--- config.mk ---
export PLATFORM = sky130hd
export DESIGN_NAME = insn_fetch
export DESIGN_NICKNAME = d
export VERILOG_FILES = /design/src/rtl/insn_fetch.sv
export SDC_FILE = /design/constraint.sdc
export NUM_CORES = 1
export LEC_CHECK = 0
export CAP_MARGIN = 25
export CORE_AREA = 2 2 90 101
export CTS_CLUSTER_SIZE = 12
export DETAILED_ROUTE_END_ITERATION = 8
export DIE_AREA = 0 0 92 103
export GPL_TIMING_DRIVEN = 0
export PLACE_DENSITY = 0.88
export SYNTH_ARGS = -nofsm -noshare
export SYNTH_HDL_FRONTEND = slang
export SYNTH_SLANG_ARGS = --single-unit
--- constraint.sdc ---
create_clock -name clk -period 4 [get_ports clk]
set_clock_uncertainty 0.1 [all_clocks]
set_input_delay 1.2 -clock clk [delete_from_list [all_inputs] [get_ports clk]]
set_output_delay 1.2 -clock clk [all_outputs]
set_load 0.02 [all_outputs]
--- src/rtl/insn_fetch.sv ---
// insn_fetch -- instruction fetch stage of the stack CPU.
//
// Fetches 16-bit instruction words from program memory at the fetch pointer,
// buffers them in a DEPTH-entry prefetch queue and presents the head word and
// its byte address to the decoder through a valid/ready handshake. A redirect
// (load_ip) flushes the queue and restarts fetching at new_ip; a fetch already
// in flight at that moment completes at its old address and its data is dropped.
//
// Parameters:
//   DEPTH     prefetch queue entries (power of 2, >= 2)
//   RESET_IP  fetch address after reset (bit 0 ignored)
//
// Ports:
//   clk, rst_n            clock, asynchronous active-low reset
//   mem_req / mem_addr    fetch request and its (even) byte address
//   mem_ack / mem_rdata   fetch completion and instruction word
//   insn / insn_ip        head instruction and its byte address
//   insn_valid            head is valid
//   insn_ready            consumer accepts the head this cycle
//   load_ip / new_ip      redirect request and target
//
// Optional feature macro: FETCH_BYPASS_EN -- when the queue is empty an
// acknowledged word is forwarded combinationally to insn in the ack cycle.

module insn_fetch #(
   parameter int unsigned DEPTH    = 2,
   parameter logic [15:0] RESET_IP = 16'h0000
) (
   input  logic        clk,
   input  logic        rst_n,
   output logic        mem_req,
   output logic [15:0] mem_addr,
   input  logic        mem_ack,
   input  logic [15:0] mem_rdata,
   output logic [15:0] insn,
   output logic [15:0] insn_ip,
   output logic        insn_valid,
   input  logic        insn_ready,
   input  logic        load_ip,
   input  logic [15:0] new_ip
);

   localparam int unsigned CW  = $clog2(DEPTH);
   localparam int unsigned CW1 = CW + 1;
   localparam logic [CW:0]   DEPTH_C = CW1'(DEPTH);
   localparam logic [CW:0]   CNT_ONE = CW1'(1);
   localparam logic [CW-1:0] PTR_ONE = CW'(1);
   localparam logic [15:0]   IP_RST  = RESET_IP & 16'hfffe;

   logic [15:0] q_data [DEPTH];
   logic [15:0] q_addr [DEPTH];
   logic [CW-1:0] rd_ptr, wr_ptr;
   logic [CW:0]   count;
   logic [15:0]   fp;
   logic [15:0]   req_addr;
   logic          pending;
   logic          discard;

   logic          ack_acc, take, bypass, byp_used, push, pop, pend_hold;
   logic [CW:0]   count_nx;
   logic [15:0]   fp_nx;

   always_comb begin
      ack_acc   = pending & mem_ack;
      // a word belongs to the instruction stream only if no redirect claims it
      take      = ack_acc & ~discard & ~load_ip;
`ifdef FETCH_BYPASS_EN
      bypass    = take & (count == '0);
`else
      bypass    = 1'b0;
`endif
      byp_used  = bypass & insn_ready;
      push      = take & ~byp_used;
      pop       = (count != '0) & insn_ready;
      pend_hold = pending & ~mem_ack;

      if (load_ip) begin
         count_nx = '0;
         fp_nx    = new_ip & 16'hfffe;
      end else begin
         count_nx = count;
         if (push && !pop)
            count_nx = count + CNT_ONE;
         else if (pop && !push)
            count_nx = count - CNT_ONE;
         fp_nx = take ? fp + 16'd2 : fp;
      end
   end

   always_comb begin
      mem_req    = pending;
      mem_addr   = req_addr;
      insn_valid = (count != '0) | bypass;
      insn       = '0;
      insn_ip    = '0;
      if (bypass) begin
         insn    = mem_rdata;
         insn_ip = req_addr;
      end else if (count != '0) begin
         insn    = q_data[rd_ptr];
         insn_ip = q_addr[rd_ptr];
      end
   end

   always_ff @(posedge clk or negedge rst_n) begin
      if (!rst_n) begin
         rd_ptr   <= '0;
         wr_ptr   <= '0;
         count    <= '0;
         fp       <= IP_RST;
         req_addr <= IP_RST;
         pending  <= 1'b0;
         discard  <= 1'b0;
      end else begin
         count <= count_nx;
         fp    <= fp_nx;
         if (load_ip) begin
            rd_ptr <= '0;
            wr_ptr <= '0;
         end else begin
            if (push) wr_ptr <= wr_ptr + PTR_ONE;
            if (pop)  rd_ptr <= rd_ptr + PTR_ONE;
         end
         // count_nx + pending_nx never exceeds DEPTH, so a later push has room
         pending <= pend_hold | (count_nx < DEPTH_C);
         // address stays frozen while a request is outstanding
         if (!pend_hold) req_addr <= fp_nx;
         // a redirect over an in-flight request poisons exactly that request
         discard <= pend_hold & (load_ip | discard);
      end
   end

   // storage needs no reset: outputs are gated by count
   always_ff @(posedge clk) begin
      if (push) begin
         q_data[wr_ptr] <= mem_rdata;
         q_addr[wr_ptr] <= req_addr;
      end
   end

endmodule

==> results.txt, run 1 <==
Top FF cell, synth -> edfxtp_1
FFs w/ async S/R, synth -> 0.3725
diode count -> 0
TritonCTS Buffers -> 9
Period Utilization, post-route -> 0.9003
number of synthesized flops with an enable pin -> 64
FF+latch count, synth -> 102
input/output buffers -> 85
crit start category -> flop
Critical Path AT -> 2.30 ns
die footprint -> 0.009476 sq mm
HP Class -> reg2reg
placed insts -> 509
critical path cell sequence -> inv_1, ha_1, clkbuf_1, clkbuf_1, nor2_1, clkdlybuf4s50_1
slowest CP cell -> clkdlybuf4s50_1
final WL -> 8.296 mm
Slew headroom -> 0.3407
complex-gate fraction of the synthesized area -> 0.02862
library cells used by synthesis -> 38
worst r2r src -> discard
Clock Tree Root -> clkbuf_8
TritonCTS clock tree -> built
Worst-Margin Slew -> 0.9879 ns
number of core rows -> 36
post-DP HPWL -> 6.036 mm
vias -> 2690
clk_lat worst skew -> 0.38 ns
max cap viols -> 0
Buf+Inv Stages, Crit Path -> 4
H-tree depth -> 3
min cycle time layout -> 3.601 ns
Hold-fix buffers, CTS -> 0
wire per inst -> 15.80 microns
post-synthesis cell count -> 308
required time of the worst setup path -> 2.70 ns
commonest cells in the netlist -> edfxtp_1 (64), nor2_1 (42), dfrtp_1 (38)
Simple-Gate Fraction of Synth Area -> 0.1239
Starting Density -> 0.4955
CTS resizes -> 0
Setup CP Type -> reg2out
worst reg2reg path depth -> 3
Core Footprint -> 0.008558 sq mm
WHS Path Cells -> 0
reg2reg setup slack -> 1.86 ns
post-placement setup slack -> 0.1472 ns
cell area after synthesis -> 0.004240 sq mm
share of layout cells above drive strength 1 -> 0.09976
Fmax -> 277.7 MHz
via/cell ratio -> 5.124
status -> complete, no violations
Post-Synth Adder-Cell Area -> 0.005901
nets@finish -> 445
Post-Synth XOR/XNOR Area -> 0.03098
synth warn -> 0
post-route setup TNS -> 0 ns
Min-Delay Endpoint -> q_addr[1][13]
Final Slew Violations -> 0
first-pass GRT wire length -> 13.08 mm
Detail Route Antenna Nets -> 0
Area contributors post-synth -> edfxtp_1 (45%), dfrtp_1 (22%), mux2i_1 (7.8%)
syn_nets -> 347
Final setup viols -> 0
reg-to-reg endpoint -> q_data[1][5]
grt ovf -> 0
Boundary Pins -> 87
multiplexer share of the synthesized area -> 0.1124
hold slack -> 0.4066 ns
Lkg Pwr -> 0.002001 uW
CP delay by family, top -> buffers and inverters
initial antenna violation count -> 0
die height -> 103 microns
largest net degree at the start of global routing -> 39
setup ws final -> 0.3989 ns
count leader, synth -> edfxtp_1
unrepaired setup endpoints after global routing -> false
largest area contributor in the netlist -> edfxtp_1
clk sinks -> 102
area delta synth->final -> 29.45%
Worst setup EP type -> output pin
Yosys top cell area share -> 0.4532
Final Hold Viols -> 0
Most Frequent Cell on Critical Path -> clkbuf_1
DR DRC count -> 0
Post-Layout Cell Count -> 525
GRT Overall Usage -> 0.1835
post-CTS setup buffers -> 0
Die X -> 92 microns
Pwr Density -> 598.0 mW/mm^2
maximum VDD drop -> 0.2581 mV
Worst-path clk slew -> 0.10 ns
sequential area share after synthesis -> 0.6775
CP max FO -> 10
Initial DRC Count -> 71
vias in the first global route -> 2676
Max clock buf depth -> 2
Worst path depth -> 6
gpl congestion -> 0.8358
CP peak stage delay -> 0.57 ns
hold path start -> mem_addr[13]
Avg Cell Area, Syn -> 13.77 sq um
drt pass-1 iters -> 4
main combinational cell family by area after synthesis -> simple AND/OR/NAND/NOR gates
-- cell type report --
class	instances	area [sq um]
multi-input cells	185	1303
plain buffers	16	68.82
well taps	114	142.6
clock inverters	5	55.05
repair buffers	87	875.8
inverters	5	18.77
fillers	638	3069
clock buffers	11	152.6
flip-flops and latches	102	2873
-- power breakdown --
| part | leakage, uW | internal, uW | switching (uW) |
|---|---|---|---|
| sequential | 0.00105 | 1270 | 88.7 |
| clock | 0.000105 | 327 | 341 |
| combinational | 0.000845 | 578 | 678 |
| total | 0.00200 | 2170 | 1110 |
-- cell usage in the layout, fill, tap and decap left out, drive strengths merged --
| cell type | Yosys | routed |
|---|---|---|
| nor3 | 3 | 3 |
| ha | 2 | 2 |
| nand3b | 1 | 1 |
| a221o | 4 | 4 |
| and4b | 1 | 1 |
| nand2 | 29 | 29 |
| clkinv | 0 | 1 |
| inv | 5 | 7 |
| and3 | 4 | 4 |
| nand3 | 3 | 3 |
| a211oi | 1 | 1 |
| or3 | 2 | 2 |
| xor2 | 7 | 7 |
| buf | 6 | 9 |
| a311oi | 1 | 1 |
| o31ai | 1 | 1 |
| nor3b | 1 | 1 |
| a31oi | 1 | 1 |
| bufinv | 0 | 1 |
| edfxtp | 64 | 64 |
| mux2i | 33 | 33 |
| clkdlybuf4s50 | 0 | 84 |
| dfrtp | 38 | 38 |
| nand2b | 2 | 2 |
| o21ai | 9 | 9 |
| nor2b | 6 | 6 |
| clkinvlp | 0 | 1 |
| nand4b | 1 | 1 |
| nor4 | 2 | 2 |
| xnor2 | 8 | 8 |
| and3b | 1 | 1 |
| clkbuf | 10 | 21 |
| nor2 | 42 | 42 |
| mux2 | 13 | 13 |
| nand4 | 5 | 5 |
| nor4b | 1 | 1 |
| and4 | 1 | 1 |
-- sequential cells by signal, summed over array words and instances, names as in the netlist, 2 cells and up --
signal / count
fp: 16
count: 2
q_addr: 32
q_data: 32
mem_addr: 16
-- metrics by stage --
step | instance area [sq um] | power, uW | utilization
finish | 5489 | 3282 | 0.6414
global route | 5489 | 3449 | 0.6414
CTS | 5489 | 3311 | 0.6414
detailed placement | 5281 | 2645 | 0.6171
global placement | 5244 | 2601 | 0.6127
floorplan | 4250 | 2079 | -
-- worst max path at each step --
stage / end / slack, ns / startpoint
2_1_floorplan: q_addr[0][0] / 0.52 / load_ip
3_3_place_gp: q_data[0][4] / -0.68 / load_ip
3_5_place_dp: q_data[1][11] / 0.15 / load_ip
4_1_cts: insn_ip[14] / 0.34 / count[0]
5_1_grt: insn_ip[7] / 0.16 / count[1]
6_report: insn_ip[14] / 0.40 / count[0]
-- metal layers --
metal,GRT usage,share of wire
met3,0.03582,0.035
met2,0.3167,0.51
met4,0.09874,0.025
met5,0,0
met1,0.2206,0.43
-- cell families (layout without fill, tap and decap cells) --
| kind of cell | Yosys count | count (layout) |
|---|---|---|
| simple gates | 105 | 105 |
| flops | 102 | 102 |
| mux | 46 | 46 |
| buf+inv | 21 | 124 |
| compound gates | 17 | 17 |
| xor+xnor | 15 | 15 |
| fa+ha+maj | 2 | 2 |
(Power assumes the default switching activity.)
==> run 2, diff against run 1 <==
Clock period 4 ns to 3.8 ns, I/O delays scaled along.
==> results of run 2 <==
Same layout as run 1 (identical final DEF). Status: complete, no violations.
Main changes from that run: setup slack after placement 0.1472 ns -> 0.007171 ns; setup slack after layout 0.3989 ns -> 0.2589 ns; register-to-register setup slack 1.86 ns -> 1.66 ns; total power 3282 uW -> 3455 uW; worst IR drop on VDD 0.2581 mV -> 0.2717 mV
==> run 3, diff against run 2 <==
Settings changed: HOLD_SLACK_MARGIN set to 0.15, SETUP_SLACK_MARGIN set to 0.5.
==> results.txt, run 3 (synthesis gave the netlist of run 1 again) <==
GRT busiest layer -> met2
vias in the first global route -> 2695
die height -> 103 microns
global-route track usage on met3 -> 0.03582
clk sinks -> 102
input/output buffers -> 85
slowest CP cell -> clkdlybuf4s50_1
Logic pwr share -> 0.369
Critical Path AT -> 1.85 ns
Switching Share -> 0.3436
wire per inst -> 15.73 microns
gpl congestion -> 0.8358
Slew headroom -> 0.4370
area delta synth->final -> 29.74%
Lkg Pwr -> 0.002161 uW
largest net degree at the start of global routing -> 39
Starting Density -> 0.4955
most frequent cells in the layout -> edfxtp_1 (64), clkdlybuf4s50_1 (54), nor2_1 (42), dfrtp_1 (38), mux2i_1 (33)
Setup CP Type -> reg2out
Core Footprint -> 0.008558 sq mm
DR DRC count -> 0
Pwr Density -> 613.7 mW/mm^2
grt ovf -> 0
commonest non-fill, non-tap cell in the layout -> edfxtp_1
die footprint -> 0.009476 sq mm
Worst-path clk slew -> 0.10 ns
biggest regs -> q_addr (32), q_data (32)
first-pass GRT wire length -> 13.10 mm
status -> complete, no violations
GRT Overall Usage -> 0.1833
HP Class -> reg2reg
Final Slew Violations -> 0
unrepaired setup endpoints after global routing -> false
CP delay by family, top -> buffers and inverters
final WL -> 8.319 mm
Max clock buf depth -> 2
reg2reg setup slack -> 1.81 ns
diode count -> 0
min cycle time layout -> 3.089 ns
initial antenna violation count -> 0
post-DP HPWL -> 6.036 mm
Detail Route Antenna Nets -> 0
Clock Tree Root -> clkbuf_8
Power Internal -> 2216 uW
H-tree depth -> 3
clock network fraction of design power -> 0.208
number of core rows -> 36
clk_lat worst skew -> 0.37 ns
Area after DPL -> 0.005281 sq mm
share of layout cells above drive strength 1 -> 0.1205
Fmax -> 323.7 MHz
Worst setup EP type -> output pin
max cap viols -> 0
Period Utilization, post-route -> 0.8129
Final Cell Area -> 0.005502 sq mm
vias -> 2731
Buf+Inv Stages, Crit Path -> 3
critical path cell sequence -> inv_1, ha_1, clkbuf_2, nor2_1, clkdlybuf4s50_1
Final Hold Viols -> 0
Worst-Margin Slew -> 0.8445 ns
Final setup viols -> 0
met1 GRT Util -> 0.2206
via/cell ratio -> 5.163
CP peak stage delay -> 0.60 ns
required time of the worst setup path -> 2.56 ns
drt pass-1 iters -> 4
Net Sw Power -> 1160 uW
Seq pwr share -> 0.424
GRT met2 Usage -> 0.3162
crit start category -> flop
Initial DRC Count -> 100
TritonCTS Buffers -> 9
Die X -> 92 microns
nets@finish -> 449
TritonCTS clock tree -> built
final core utilization -> 0.6428
post-route setup TNS -> 0 ns
CP max FO -> 7
Boundary Pins -> 87
maximum VDD drop -> 0.2707 mV
[run 3: cell type report]
cell class / instances / area, sq um
clock inverters: 5 / 55.05
fillers: 640 / 3057
inverters: 5 / 18.77
multi-input cells: 185 / 1303
well taps: 114 / 142.6
clock buffers: 11 / 152.6
repair buffers: 91 / 872.1
plain buffers: 16 / 85.08
flip-flops and latches: 102 / 2873
[run 3: final timing paths]
kind | from | to | cells past startpoint
worst max-delay path | count[0] | insn_ip[15] | 5
worst min-delay path | mem_addr[13] | q_addr[1][13] | 0
worst max register to register | discard | mem_addr[8] | 5
worst min register to register | mem_addr[13] | q_addr[1][13] | 0
max in group asynchronous | rst_n | mem_addr[12] | 1
min in group asynchronous | rst_n | fp[1] | 1
[run 3: per-layer routing]
metal  up-vias  part of all wire  routed length (microns)
li1       1313                 -                        -
met1      1334              0.41                     3406
met2        69              0.52                     4304
met3        15             0.047                      394
met4         0             0.026                      214
met5         -                 0                        0
[run 3: worst register-to-register path, cell delays in order, from the launching register on]
cell      delay (ns)
dfrtp_1         0.39
nand3b_4        0.24
nor4_2          0.47
xor2_1          0.13
mux2_2          0.30
mux2_2          0.26
[run 3: timing repair]
action                     in CTS  in global routing
hold buffers                    0                  0
setup endpoints to repair      45                 17
pin swaps                       1                  1
gates resized for setup        38                  1
cloned                          0                  0
buffers inserted                2                  2
[run 3: stage by stage]
step                      power, uW  hold slack (ns)  instances  setup WS [ns]
after CTS                      3405           0.4037        527         0.4435
final                          3376           0.4082        529         0.7111
after global placement         2737           0.3852        507        -0.8196
after floorplan                2188           0.3799        308         0.3795
after detailed placement       2785           0.3797        509       0.007171
after global routing           3553           0.4357        529         0.5780
[run 3: power groups by stage]
stage	registers, uW	logic [uW]	clock network (uW)
4_1_cts	1430	1260	719
2_1_floorplan	1480	704	0
6_report	1430	1250	701
3_3_place_gp	1450	1290	0
3_5_place_dp	1450	1330	0
5_1_grt	1450	1350	755
